`config.mk`:
```
export PLATFORM = sky130hd
export DESIGN_NAME = uib_arbiter
export DESIGN_NICKNAME = d
export VERILOG_FILES = /design/src/rtl/uib_pkg.sv /design/src/rtl/rr_pick.sv /design/src/rtl/uib_arbiter.sv
export SDC_FILE = /design/constraint.sdc
export NUM_CORES = 1
export LEC_CHECK = 0
export ABC_AREA = 1
export CAP_MARGIN = 40
export CORE_MARGIN = 4
export CORE_UTILIZATION = 55
export DETAILED_ROUTE_END_ITERATION = 8
export PLACE_DENSITY = 0.79
export SLEW_MARGIN = 10
export SYNTH_ARGS = -nofsm -noshare
export SYNTH_HDL_FRONTEND = slang
export SYNTH_SLANG_ARGS = --single-unit
```
`constraint.sdc`:
```
create_clock -name i_clk -period 2.5 [get_ports i_clk]
set_clock_uncertainty 0.15 [all_clocks]
set_input_delay 0.25 -clock i_clk [delete_from_list [all_inputs] [get_ports i_clk]]
set_output_delay 0.25 -clock i_clk [all_outputs]
set_load 0.05 [all_outputs]
```
`src/rtl/uib_pkg.sv`:
```
// Shared uib interconnect definitions: bus geometry and arbiter state encoding.
//   NMASTER_W  : log2 of the number of bus masters
//   NSLAVE_W   : log2 of the number of slaves
//   ADDR_W     : uib address width
//   arb_state_e: arbiter FSM states
package uib_pkg;

    localparam int unsigned NMASTER_W = 1;
    localparam int unsigned NSLAVE_W  = 2;
    localparam int unsigned ADDR_W    = 16;

    typedef enum logic {
        IDLE  = 1'b0,
        GRANT = 1'b1
    } arb_state_e;

endpackage

```
`src/rtl/rr_pick.sv`:
```
// Combinational rotate-priority picker.
//   i_req     : per-master request vector
//   i_last    : index of the previously served master
//   o_valid_c : at least one request is present
//   o_idx_c   : first requester scanning i_last+1, i_last+2, ... (mod 2**W)
module rr_pick #(
    parameter int unsigned W = 1
) (
    input  logic [(2**W)-1:0] i_req,
    input  logic [W-1:0]      i_last,
    output logic              o_valid_c,
    output logic [W-1:0]      o_idx_c
);

    localparam int unsigned N = 2**W;

    logic [W-1:0] w_cand;

    // Scan from farthest to nearest so the nearest requester after i_last wins;
    // offset N wraps to i_last itself, giving it the lowest priority.
    always_comb begin
        o_valid_c = |i_req;
        o_idx_c   = i_last;
        w_cand    = i_last;
        for (int i = N; i >= 1; i--) begin
            w_cand = i_last + W'(i);
            if (i_req[w_cand]) begin
                o_idx_c = w_cand;
            end
        end
    end

endmodule

```
`src/rtl/uib_arbiter.sv`:
```
// Round-robin uib bus arbiter with per-transaction grant lock and watchdog.
//   i_clk             : system clock
//   i_rst             : synchronous active-low reset
//   i_master_req      : per-master request, held until ready
//   i_slave_ready_sel : ready of the slave addressed by the current master
//   o_grant           : one-hot grant, zero when idle
//   o_curmaster       : index of granted master
//   o_busy            : high while a grant is held
//   o_timeout_err     : one-cycle pulse when the watchdog releases the bus
//   o_err_master      : master index captured at the last watchdog release
module uib_arbiter
    import uib_pkg::*;
#(
    parameter int unsigned NMASTER_W = uib_pkg::NMASTER_W,
    parameter int unsigned TO_W      = 8,
    parameter int unsigned TIMEOUT   = 255
) (
    input  logic                      i_clk,
    input  logic                      i_rst,
    input  logic [(2**NMASTER_W)-1:0] i_master_req,
    input  logic                      i_slave_ready_sel,
    output logic [(2**NMASTER_W)-1:0] o_grant,
    output logic [NMASTER_W-1:0]      o_curmaster,
    output logic                      o_busy,
    output logic                      o_timeout_err,
    output logic [NMASTER_W-1:0]      o_err_master
);

    localparam int unsigned NMASTER = 2**NMASTER_W;
    localparam logic [TO_W-1:0] CNT_MAX = '1;

    arb_state_e           r_state;
    logic [NMASTER-1:0]   r_grant;
    logic [NMASTER_W-1:0] r_curmaster;
    logic                 r_busy;
    logic                 r_timeout_err;
    logic [NMASTER_W-1:0] r_err_master;
    logic [TO_W-1:0]      r_cnt;
    logic [NMASTER_W-1:0] r_last;

    arb_state_e           w_state_nxt;
    logic [NMASTER-1:0]   w_grant_nxt;
    logic [NMASTER_W-1:0] w_curmaster_nxt;
    logic                 w_busy_nxt;
    logic                 w_timeout_err_nxt;
    logic [NMASTER_W-1:0] w_err_master_nxt;
    logic [TO_W-1:0]      w_cnt_nxt;
    logic [NMASTER_W-1:0] w_last_nxt;

    logic [NMASTER_W-1:0] w_pick_last;
    logic                 w_pick_valid;
    logic [NMASTER_W-1:0] w_pick_idx;
    logic [NMASTER-1:0]   w_pick_onehot;

    // On completion the finishing master becomes "last" in the same cycle,
    // so the picker must see curmaster rather than the stale r_last.
    assign w_pick_last   = (r_state == GRANT) ? r_curmaster : r_last;
    assign w_pick_onehot = NMASTER'(1) << w_pick_idx;

    rr_pick #(
        .W (NMASTER_W)
    ) u_rr_pick (
        .i_req     (i_master_req),
        .i_last    (w_pick_last),
        .o_valid_c (w_pick_valid),
        .o_idx_c   (w_pick_idx)
    );

    // Next-state and next-output logic.
    always_comb begin
        w_state_nxt       = r_state;
        w_grant_nxt       = r_grant;
        w_curmaster_nxt   = r_curmaster;
        w_busy_nxt        = r_busy;
        w_timeout_err_nxt = 1'b0;
        w_err_master_nxt  = r_err_master;
        w_cnt_nxt         = r_cnt;
        w_last_nxt        = r_last;

        case (r_state)
            IDLE: begin
                w_grant_nxt = '0;
                w_busy_nxt  = 1'b0;
                if (w_pick_valid) begin
                    w_state_nxt     = GRANT;
                    w_grant_nxt     = w_pick_onehot;
                    w_curmaster_nxt = w_pick_idx;
                    w_busy_nxt      = 1'b1;
                    w_cnt_nxt       = '0;
                end
            end
            GRANT: begin
                if (i_slave_ready_sel) begin
                    // Completion: hand over back-to-back if anyone is waiting.
                    w_last_nxt = r_curmaster;
                    w_cnt_nxt  = '0;
                    if (w_pick_valid) begin
                        w_grant_nxt     = w_pick_onehot;
                        w_curmaster_nxt = w_pick_idx;
                    end else begin
                        w_state_nxt = IDLE;
                        w_grant_nxt = '0;
                        w_busy_nxt  = 1'b0;
                    end
                end else if (!i_master_req[r_curmaster]) begin
                    w_last_nxt  = r_curmaster;
                    w_state_nxt = IDLE;
                    w_grant_nxt = '0;
                    w_busy_nxt  = 1'b0;
                end else if (r_cnt == TO_W'(TIMEOUT)) begin
                    w_timeout_err_nxt = 1'b1;
                    w_err_master_nxt  = r_curmaster;
                    w_last_nxt        = r_curmaster;
                    w_state_nxt       = IDLE;
                    w_grant_nxt       = '0;
                    w_busy_nxt        = 1'b0;
                end else if (r_cnt != CNT_MAX) begin
                    w_cnt_nxt = r_cnt + TO_W'(1);
                end
            end
            default: begin
                w_state_nxt = IDLE;
                w_grant_nxt = '0;
                w_busy_nxt  = 1'b0;
            end
        endcase
    end

    // State and output registers.
    always_ff @(posedge i_clk) begin
        if (!i_rst) begin
            r_state       <= IDLE;
            r_grant       <= '0;
            r_curmaster   <= '0;
            r_busy        <= 1'b0;
            r_timeout_err <= 1'b0;
            r_err_master  <= '0;
            r_cnt         <= '0;
            r_last        <= '1;
        end else begin
            r_state       <= w_state_nxt;
            r_grant       <= w_grant_nxt;
            r_curmaster   <= w_curmaster_nxt;
            r_busy        <= w_busy_nxt;
            r_timeout_err <= w_timeout_err_nxt;
            r_err_master  <= w_err_master_nxt;
            r_cnt         <= w_cnt_nxt;
            r_last        <= w_last_nxt;
        end
    end

    assign o_grant       = r_grant;
    assign o_curmaster   = r_curmaster;
    assign o_busy        = r_busy;
    assign o_timeout_err = r_timeout_err;
    assign o_err_master  = r_err_master;

endmodule
```
# [After elaboration in Yosys (flattened, before gate mapping)]
# Index checks and enable logic that the tools add are counted.
[classes] n_addsub=2 n_lt_le_gt_ge=2 eq_ne=10 shift=1 muxes=34 bitwise_logic=4 n_reduce_logical=6
[ops] cell="$mux 8" count=5
[ops] cell="$mux 1" count=20
[ops] cell="$pmux 8 s2" count=1
[ops] cell="$ne 3x2->1 const B" count=3
[ops] cell="$add 8x1->8 const B" count=1
[ops] cell="$eq 8x8->1 const B" count=1
[ops] cell="$mux 2" count=4
[ops] cell="$ne 8x8->1 const B" count=1
[ops] cell="$reduce_and 4->1" count=2
[ops] cell="$ne 3x3->1 const B" count=2
[ops] cell="$pmux 1 s2" count=3
[ops] cell="$lt 1x2->1 const B" count=2
[ops] cell="$ne 4x3->1 const B" count=1
[ops] cell="$not 1->1" count=4
[ops] cell="$pmux 2 s2" count=1
[ops] cell="$reduce_and 2->1" count=2
[ops] cell="$reduce_or 4->1" count=1
[ops] cell="$ne 2x1->1 const B" count=1
[ops] cell="$ne 2x2->1 const B" count=1
[ops] cell="$reduce_or 2->1" count=1
[ops] cell="$shl 1x1->2 const A" count=1
[ops] cell="$add 1x1->1 const B" count=1
[totals] reg_bits=16 input_bits=5 output_inout_bits=6 wordCells=67

# [Longest topological paths before layout]
# Gate-level depths: netlist of run 1.
[depth] ltp_word=9 mapped_depth=9 ltp_nobuf=9

# [Hierarchy]
# A second synthesis of run 1 with hierarchy kept.
[hier_totals] cells_unflattened=152 hier_area_um2=960.9
[modules_own_cells] mod="uib_arbiter" n_inst=1 cells_per_inst=146 area_per_inst_um2=935.9 seq_area_each_um2=320.3
[modules_own_cells] mod="rr_pick" n_inst=1 cells_per_inst=6 area_per_inst_um2=25.0 seq_area_each_um2=0.0

# [Worst setup path after synthesis of run 1]
# No wires, ideal clock.
[synth_path] path_kind="register to register" from="reg r_curmaster, in the netlist o_curmaster" to="reg r_cnt[5]" setup_ps=111 t_arrival_ps=1307 required_ps=2239 setup_slack_ps=932 path_stages_with_launch=8 path_buffers=0 synth_period_minus_slack_ps=1568 cell_sequence="dfxtp_1 > inv_1 > nand2_1 > nand3_1 > nand3_2 > nor2_1 > nor2_1 > nor2_1"
[synth_between] elab_chain_cells=4
[synth_lines] item="start: declaration" line="uib_arbiter.sv:34" text="logic [NMASTER_W-1:0] r_curmaster;"
[synth_lines] item="start signal: assignment" line="uib_arbiter.sv:143" text="r_curmaster <= w_curmaster_nxt;"
[synth_lines] item="$mux 1 (not written as such) (2 in a row)" line="uib_arbiter.sv:105" text="end else if (!i_master_req[r_curmaster]) begin"
[synth_lines] item="$ne 3x2->1 (no source line)"
[synth_lines] item="$reduce_and 4->1 (no source line)"
[synth_lines] item="end signal: assignment" line="uib_arbiter.sv:147" text="r_cnt <= w_cnt_nxt;"
[synth_lines] item="end: declaration" line="uib_arbiter.sv:38" text="logic [TO_W-1:0] r_cnt;"
# Every way passes these cells. The select of a mux whose other input is x is not followed.
# A chain may end at the register's enable or synchronous reset.

# [Worst setup path after layout of run 1]
[layout_path] from="reg r_curmaster, in the netlist o_curmaster" to="out o_curmaster"
[layout_lines] item="end: declaration" line="uib_arbiter.sv:23" text="output logic [NMASTER_W-1:0] o_curmaster,"
# No word-level cell between the ends.

==> flow_summary.json, run 1 <==
{
  "ant_nets": 0,
  "rows": 14,
  "fp.dieW_um": 48.22,
  "root_buffer": "clkbuf_4",
  "cts_tree": "built",
  "critPathMaxFanout": 5,
  "nNetsFinal": 155,
  "seq_area_um2": 320.3,
  "grt_overflow_total": 0,
  "r2r_slack_ps": 800,
  "synth_nets": 143,
  "setup_viol": 0,
  "cpPeakStageDelay_ps": 830,
  "htreeDepth": 1,
  "cp.arrival_ps": 1540,
  "cts.sinks": 16,
  "fmax_mhz": 516.0,
  "hpwlAfterDp_um": 1432,
  "muxShareOfSynthArea_pct": 0,
  "synth-compound-area-share_pct": 10.27,
  "synth_top_cell_by_area": "dfxtp_1",
  "wire_per_inst_um": 11.93,
  "drt-total-wl_um": 1956,
  "crit_required_ps": 2100,
  "antenna_cells": 0,
  "cp_num_buf_inv": 1,
  "drv_cap": 0,
  "ys_ff_latch": 16,
  "tightest_slew_ps": 501.9,
  "fin_util_pct": 66.83,
  "grt_usage_pct": 20.20,
  "synth_top_area_share_pct": 36.01,
  "finalHoldViolCount": 0,
  "synth_edf_count": 0,
  "yosys_warnings": 0,
  "critPathKind": "register to output pin",
  "first_pass_iters": 4,
  "synth_cells": 137,
  "ys.flop_type": "dfxtp_1",
  "via_per_inst": 5.354,
  "hp-class": "register to register",
  "gp_congestion": 0.8595,
  "grt_max_degree": 13,
  "crit_family": "buffers and inverters",
  "nFillCells": 140,
  "multi_input_area_um2": 474.2,
  "leakagePower_nw": 0.4334,
  "fin_crit_ps": 1938,
  "synth-simple-area-share_pct": 41.63,
  "cts_resized": 0,
  "cts_hold_buf": 0,
  "port_buffers": 10,
  "via_count": 878,
  "initial_core_util_pct": 58.37,
  "rr_worst_depth": 9,
  "postSynth.asyncResetShare_pct": 0,
  "synth_top_family_by_area": "simple AND/OR/NAND/NOR gates",
  "synth-xor-area-share_pct": 0,
  "clock_path_buffers": 2,
  "p_total_w": 0.0005507,
  "worstHoldStart": "r_last$_SDFFE_PN1P_",
  "r2r-start": "r_cnt[0]$_SDFFE_PN0P_",
  "grt_pass1_wl_um": 3312,
  "min_path_cells": 2,
  "die-area_mm2": 0.002325,
  "post-route-period-util_pct": 77.51,
  "yosysSeqAreaShare_pct": 36.01,
  "slew_viol_final": 0,
  "synth_area_um2": 889.6,
  "cts.clk_slew.worst_paths_ps": 100,
  "synthTopCellsByArea": "dfxtp_1 36%, nand2_1 16%, nor2_1 9.7%",
  "critPathLaunchType": "register",
  "drive_gt1_share_pct": 8.784,
  "ir_drop_mv": 0.3975,
  "clock_latency_ps": 290,
  "hold_ws_ps": 322.5,
  "io_pins": 11,
  "cp_slowest_cell": "clkdlybuf4s50_1",
  "synthDistinctLibCells": 21,
  "cts_made_buffers": 3,
  "drt_iter0_markers": 34,
  "endpoint_kind": "output pin",
  "rsz0062_at_grt": "false",
  "cts_setup_buffers": 0,
  "grt_pass1_vias": 764,
  "status": "finished, final reports clean",
  "core_mm2": 0.001524,
  "synthAdderAreaFrac_pct": 1.406,
  "dp.cells": 160,
  "holdPathEnd": "r_last$_SDFFE_PN1P_",
  "synthToLayoutAreaGrowth_pct": 14.49,
  "synth_area_per_cell_um2": 6.493,
  "r2r-end": "r_cnt[2]$_SDFFE_PN0P_",
  "drcViolationCount": 0,
  "cp_cell_sequence": "clkdlybuf4s50_1",
  "final.setup.tns_ps": 0,
  "antenna_found_initial": 0,
  "power_density_mw_per_mm2": 540.7,
  "relSlewSlack_pct": 66.43,
  "dieHeight_um": 48.22,
  "stdcell_count": 164
}
cells by family after synthesis:
group                      after synthesis
buffers and inverters                   21
AOI/OAI and AO/OA                       16
DFF                                     16
adders and majority gates                1
and+or+nand+nor                         83
placed cells by master, fill, tap and decap left out, types with 2 or more instances in the layout:
cell type and instances:
nand2_1 38, nand3_2 2, a21oi_1 6, inv_1 17, nor2_1 23, o211ai_1 2, dfxtp_1 16, clkbuf_4 3
nor2_2 2, nand3_1 10, clkdlybuf4s50_1 10, nand4_1 4, o21ai_0 6
worst max-delay path by stage:
stage	startpoint	to	slack [ps]	cells after the start
floorplan	o_curmaster$_SDFFE_PN0P_	r_cnt[5]$_SDFFE_PN0P_	930	7
detailed placement	i_slave_ready_sel	o_busy$_SDFFE_PN0P_	520	6
global placement	i_slave_ready_sel	o_busy$_SDFFE_PN0P_	600	6
global route	o_curmaster$_SDFFE_PN0P_	o_curmaster	520	1
finish	o_curmaster$_SDFFE_PN0P_	o_curmaster	560	1
CTS	o_curmaster$_SDFFE_PN0P_	o_curmaster	560	1
stage by stage:
step	setup slack, ps	instance area, um2
finish	562.2	1018
global route	515.7	1018
global placement	598.2	982.2
floorplan	931.7	889.6
detailed placement	523.3	982.2
CTS	557.1	1018
per-layer routing:
| metal | routed length (um) | track usage, % |
|---|---|---|
| met4 | 36 | 6.452 |
| met2 | 873 | 30.99 |
| met1 | 962 | 27.94 |
| met3 | 84 | 4.428 |
| met5 | 0 | 0 |
state kept, by name, summed over array words and instances, names as in the netlist:
name / count
r_cnt: 8
o_curmaster: 1
o_grant: 2
o_err_master: 1
o_timeout_err: 1
r_last: 1
r_state: 1
o_busy: 1
synth_stat cells, types with 2 or more instances:
cell      number
nand3_2        2
buf_6          2
o211ai_1       2
a21oi_1        6
nand4_1        4
nand2_1       38
o21ai_0        6
inv_1         17
nor2_2         2
nand3_1       10
dfxtp_1       16
nor2_1        23
cell type report:
type                       count  share of cell area (%)
inverter                      18                   6.634
multi-input combinational    100                   46.56
clock buffer                   4                   3.563
tap                           16                   1.966
sequential                    16                   31.45
timing repair buffer          10                   9.828
power breakdown:
group | internal (W) | total [W] | switching, W
registers | 0.000266 | 0.000274 | 0.00000814
logic | 0.0000358 | 0.000105 | 0.0000694
clock network | 0.0000886 | 0.000172 | 0.0000831
total | 0.000390 | 0.000551 | 0.000161
Power figures use the tool's default switching activity.
==> run 2, diff against run 1 <==
--- a/config.mk
+++ b/config.mk
@@ -8,9 +8,9 @@
 export ABC_AREA = 1
 export CAP_MARGIN = 40
 export CORE_MARGIN = 4
-export CORE_UTILIZATION = 55
+export CORE_UTILIZATION = 53
 export DETAILED_ROUTE_END_ITERATION = 8
-export PLACE_DENSITY = 0.79
+export PLACE_DENSITY = 0.77
 export SLEW_MARGIN = 10
 export SYNTH_ARGS = -nofsm -noshare
 export SYNTH_HDL_FRONTEND = slang
==> constraint.sdc (replaced) <==
create_clock -name i_clk -period 1.8 [get_ports i_clk]
set_clock_uncertainty 0.15 [all_clocks]
set_input_delay 0.18 -clock i_clk [delete_from_list [all_inputs] [get_ports i_clk]]
set_output_delay 0.18 -clock i_clk [all_outputs]
set_load 0.05 [all_outputs]
==> run 2 against run 1 <==
Against the previous run: cell area up 3.1%; non-clock buffer count up 3; die area up 3.2%; sequential power up 39%; via count up 5.5%; combinational power up 45%; cell count up 1.8%; first-iteration DRC count down 35%; worst setup slack worse by 520 ps; utilization up 1.3 points; hold slack worse by 2.4 ps; critical endpoint is now o_err_master; largest power group unchanged; highest routed layer unchanged.
==> flow_summary.json, run 2 (synthesized netlist as in run 1, its figures left out) <==
{
  "p_total_w": 0.0007725,
  "cts_setup_buffers": 0,
  "synthToLayoutAreaGrowth_pct": 18.00,
  "crit_family": "buffers and inverters",
  "grtUsageMet1_pct": 21.34,
  "grt_pass1_vias": 783,
  "root_buffer": "clkbuf_4",
  "cp_num_buf_inv": 1,
  "fp.dieW_um": 48.97,
  "top_usage_layer": "met2",
  "nFillCells": 139,
  "use_met2_pct": 29.35,
  "r2r_slack_ps": 180,
  "setup_viol": 0,
  "rsz0062_at_grt": "false",
  "grt_overflow_total": 0,
  "min_path_cells": 2,
  "initial_core_util_pct": 57.71,
  "endpoint_kind": "output pin",
  "fin_crit_ps": 1755,
  "finalHoldViolCount": 0,
  "grt_usage_pct": 17.79,
  "fmax_mhz": 569.9,
  "cts.clk_slew.worst_paths_ps": 100,
  "via_count": 926,
  "ant_nets": 0,
  "antenna_found_initial": 0,
  "gp_congestion": 0.9357,
  "grt_pass1_wl_um": 3332,
  "cts.sinks": 16,
  "slew_viol_final": 0,
  "drive_gt1_share_pct": 13.91,
  "cp_cell_sequence": "clkdlybuf4s50_1",
  "crit_required_ps": 1470,
  "rows": 14,
  "worstHoldStart": "o_grant[1]$_SDFFE_PN0P_",
  "multi_input_area_um2": 479.2,
  "rr_worst_depth": 9,
  "die-area_mm2": 0.002398,
  "drv_cap": 0,
  "clock_latency_ps": 290,
  "antenna_cells": 0,
  "drt_iter0_markers": 22,
  "first_pass_iters": 4,
  "final_cell_mix": "38 x nand2_1, 23 x nor2_1, 17 x inv_1",
  "leakagePower_nw": 0.4590,
  "tightest_slew_ps": 487.6,
  "io_pins": 11,
  "power_density_mw_per_mm2": 735.9,
  "largest_register": "r_cnt",
  "cp_slowest_cell": "clkdlybuf4s50_1",
  "clock_path_buffers": 2,
  "ir_drop_mv": 0.5041,
  "grt_max_degree": 12,
  "via_per_inst": 5.545,
  "holdPathEnd": "o_grant[1]$_SDFFE_PN0P_",
  "post-route-period-util_pct": 97.48,
  "wire_per_inst_um": 12.02,
  "cp.depth": 1,
  "cts_tree": "built",
  "core_mm2": 0.001541,
  "drt-total-wl_um": 2007,
  "largest_reg_flops": 8,
  "critPathLaunchType": "register",
  "grtUsageMet3_pct": 5.505,
  "hp-class": "register to register",
  "drcViolationCount": 0,
  "final_common_cell": "nand2_1",
  "cts_made_buffers": 3,
  "port_buffers": 10,
  "nNetsFinal": 158,
  "status": "finished, final reports clean",
  "final.setup.tns_ps": 0,
  "critPathKind": "register to output pin",
  "r2r-start": "r_cnt[1]$_SDFFE_PN0P_",
  "critPathMaxFanout": 2,
  "cp.arrival_ps": 1420,
  "dieHeight_um": 48.97,
  "relSlewSlack_pct": 67.39,
  "cpPeakStageDelay_ps": 800,
  "seq_area_um2": 321.6,
  "htreeDepth": 1,
  "hpwlAfterDp_um": 1494,
  "r2r-end": "r_cnt[5]$_SDFFE_PN0P_"
}
-- run 2: layout make-up --
type                    instances  share of cell area (%)
flip-flops and latches         16                   30.63
repair buffers                 13                   11.92
multi-input cells             100                   45.65
inverters                      18                   6.436
well taps                      16                   1.907
clock buffers                   4                   3.456
-- run 2: metal layers --
layer	vias to the layer above	wire, um
li1	463	-
met1	415	859
met2	46	969
met3	2	165
met4	0	12
met5	-	0
-- run 2: worst max path at each step --
stage                                   start                     to  slack [ps]
global route        o_err_master$_SDFFE_PN0P_           o_err_master           1
global placement            i_slave_ready_sel  r_cnt[5]$_SDFFE_PN0P_          70
finish              o_err_master$_SDFFE_PN0P_           o_err_master          50
detailed placement          i_slave_ready_sel  r_cnt[5]$_SDFFE_PN0P_          50
CTS                 o_err_master$_SDFFE_PN0P_           o_err_master          30
floorplan            o_curmaster$_SDFFE_PN0P_  r_cnt[5]$_SDFFE_PN0P_         230
-- run 2: what timing repair did --
action / CTS / global route
hold buffers: 0 / 0
setup endpoints to repair: 0 / 7
resized for setup: 0 / 2
-- run 2: where the power goes --
part / leakage (nW) / internal, W / switching (W)
combinational: 0.307 / 0.0000551 / 0.0000967
clock: 0.0210 / 0.000123 / 0.000117
sequential: 0.131 / 0.000369 / 0.0000117
-- run 2: stage by stage --
stage / worst slack (ps) / hold slack (ps) / util [%] / instances / area (um2)
4_1_cts: 34.79 / 326.1 / 67.69 / 167 / 1044
6_report: 45.43 / 320.1 / 68.10 / 167 / 1050
5_1_grt: 0.9506 / 345.2 / 68.10 / 167 / 1050
3_3_place_gp: 65.46 / 298.3 / 65.34 / 163 / 1007
3_5_place_dp: 50.31 / 312.6 / 65.34 / 163 / 1007
2_1_floorplan: 231.7 / 167.6 / - / 137 / 889.6
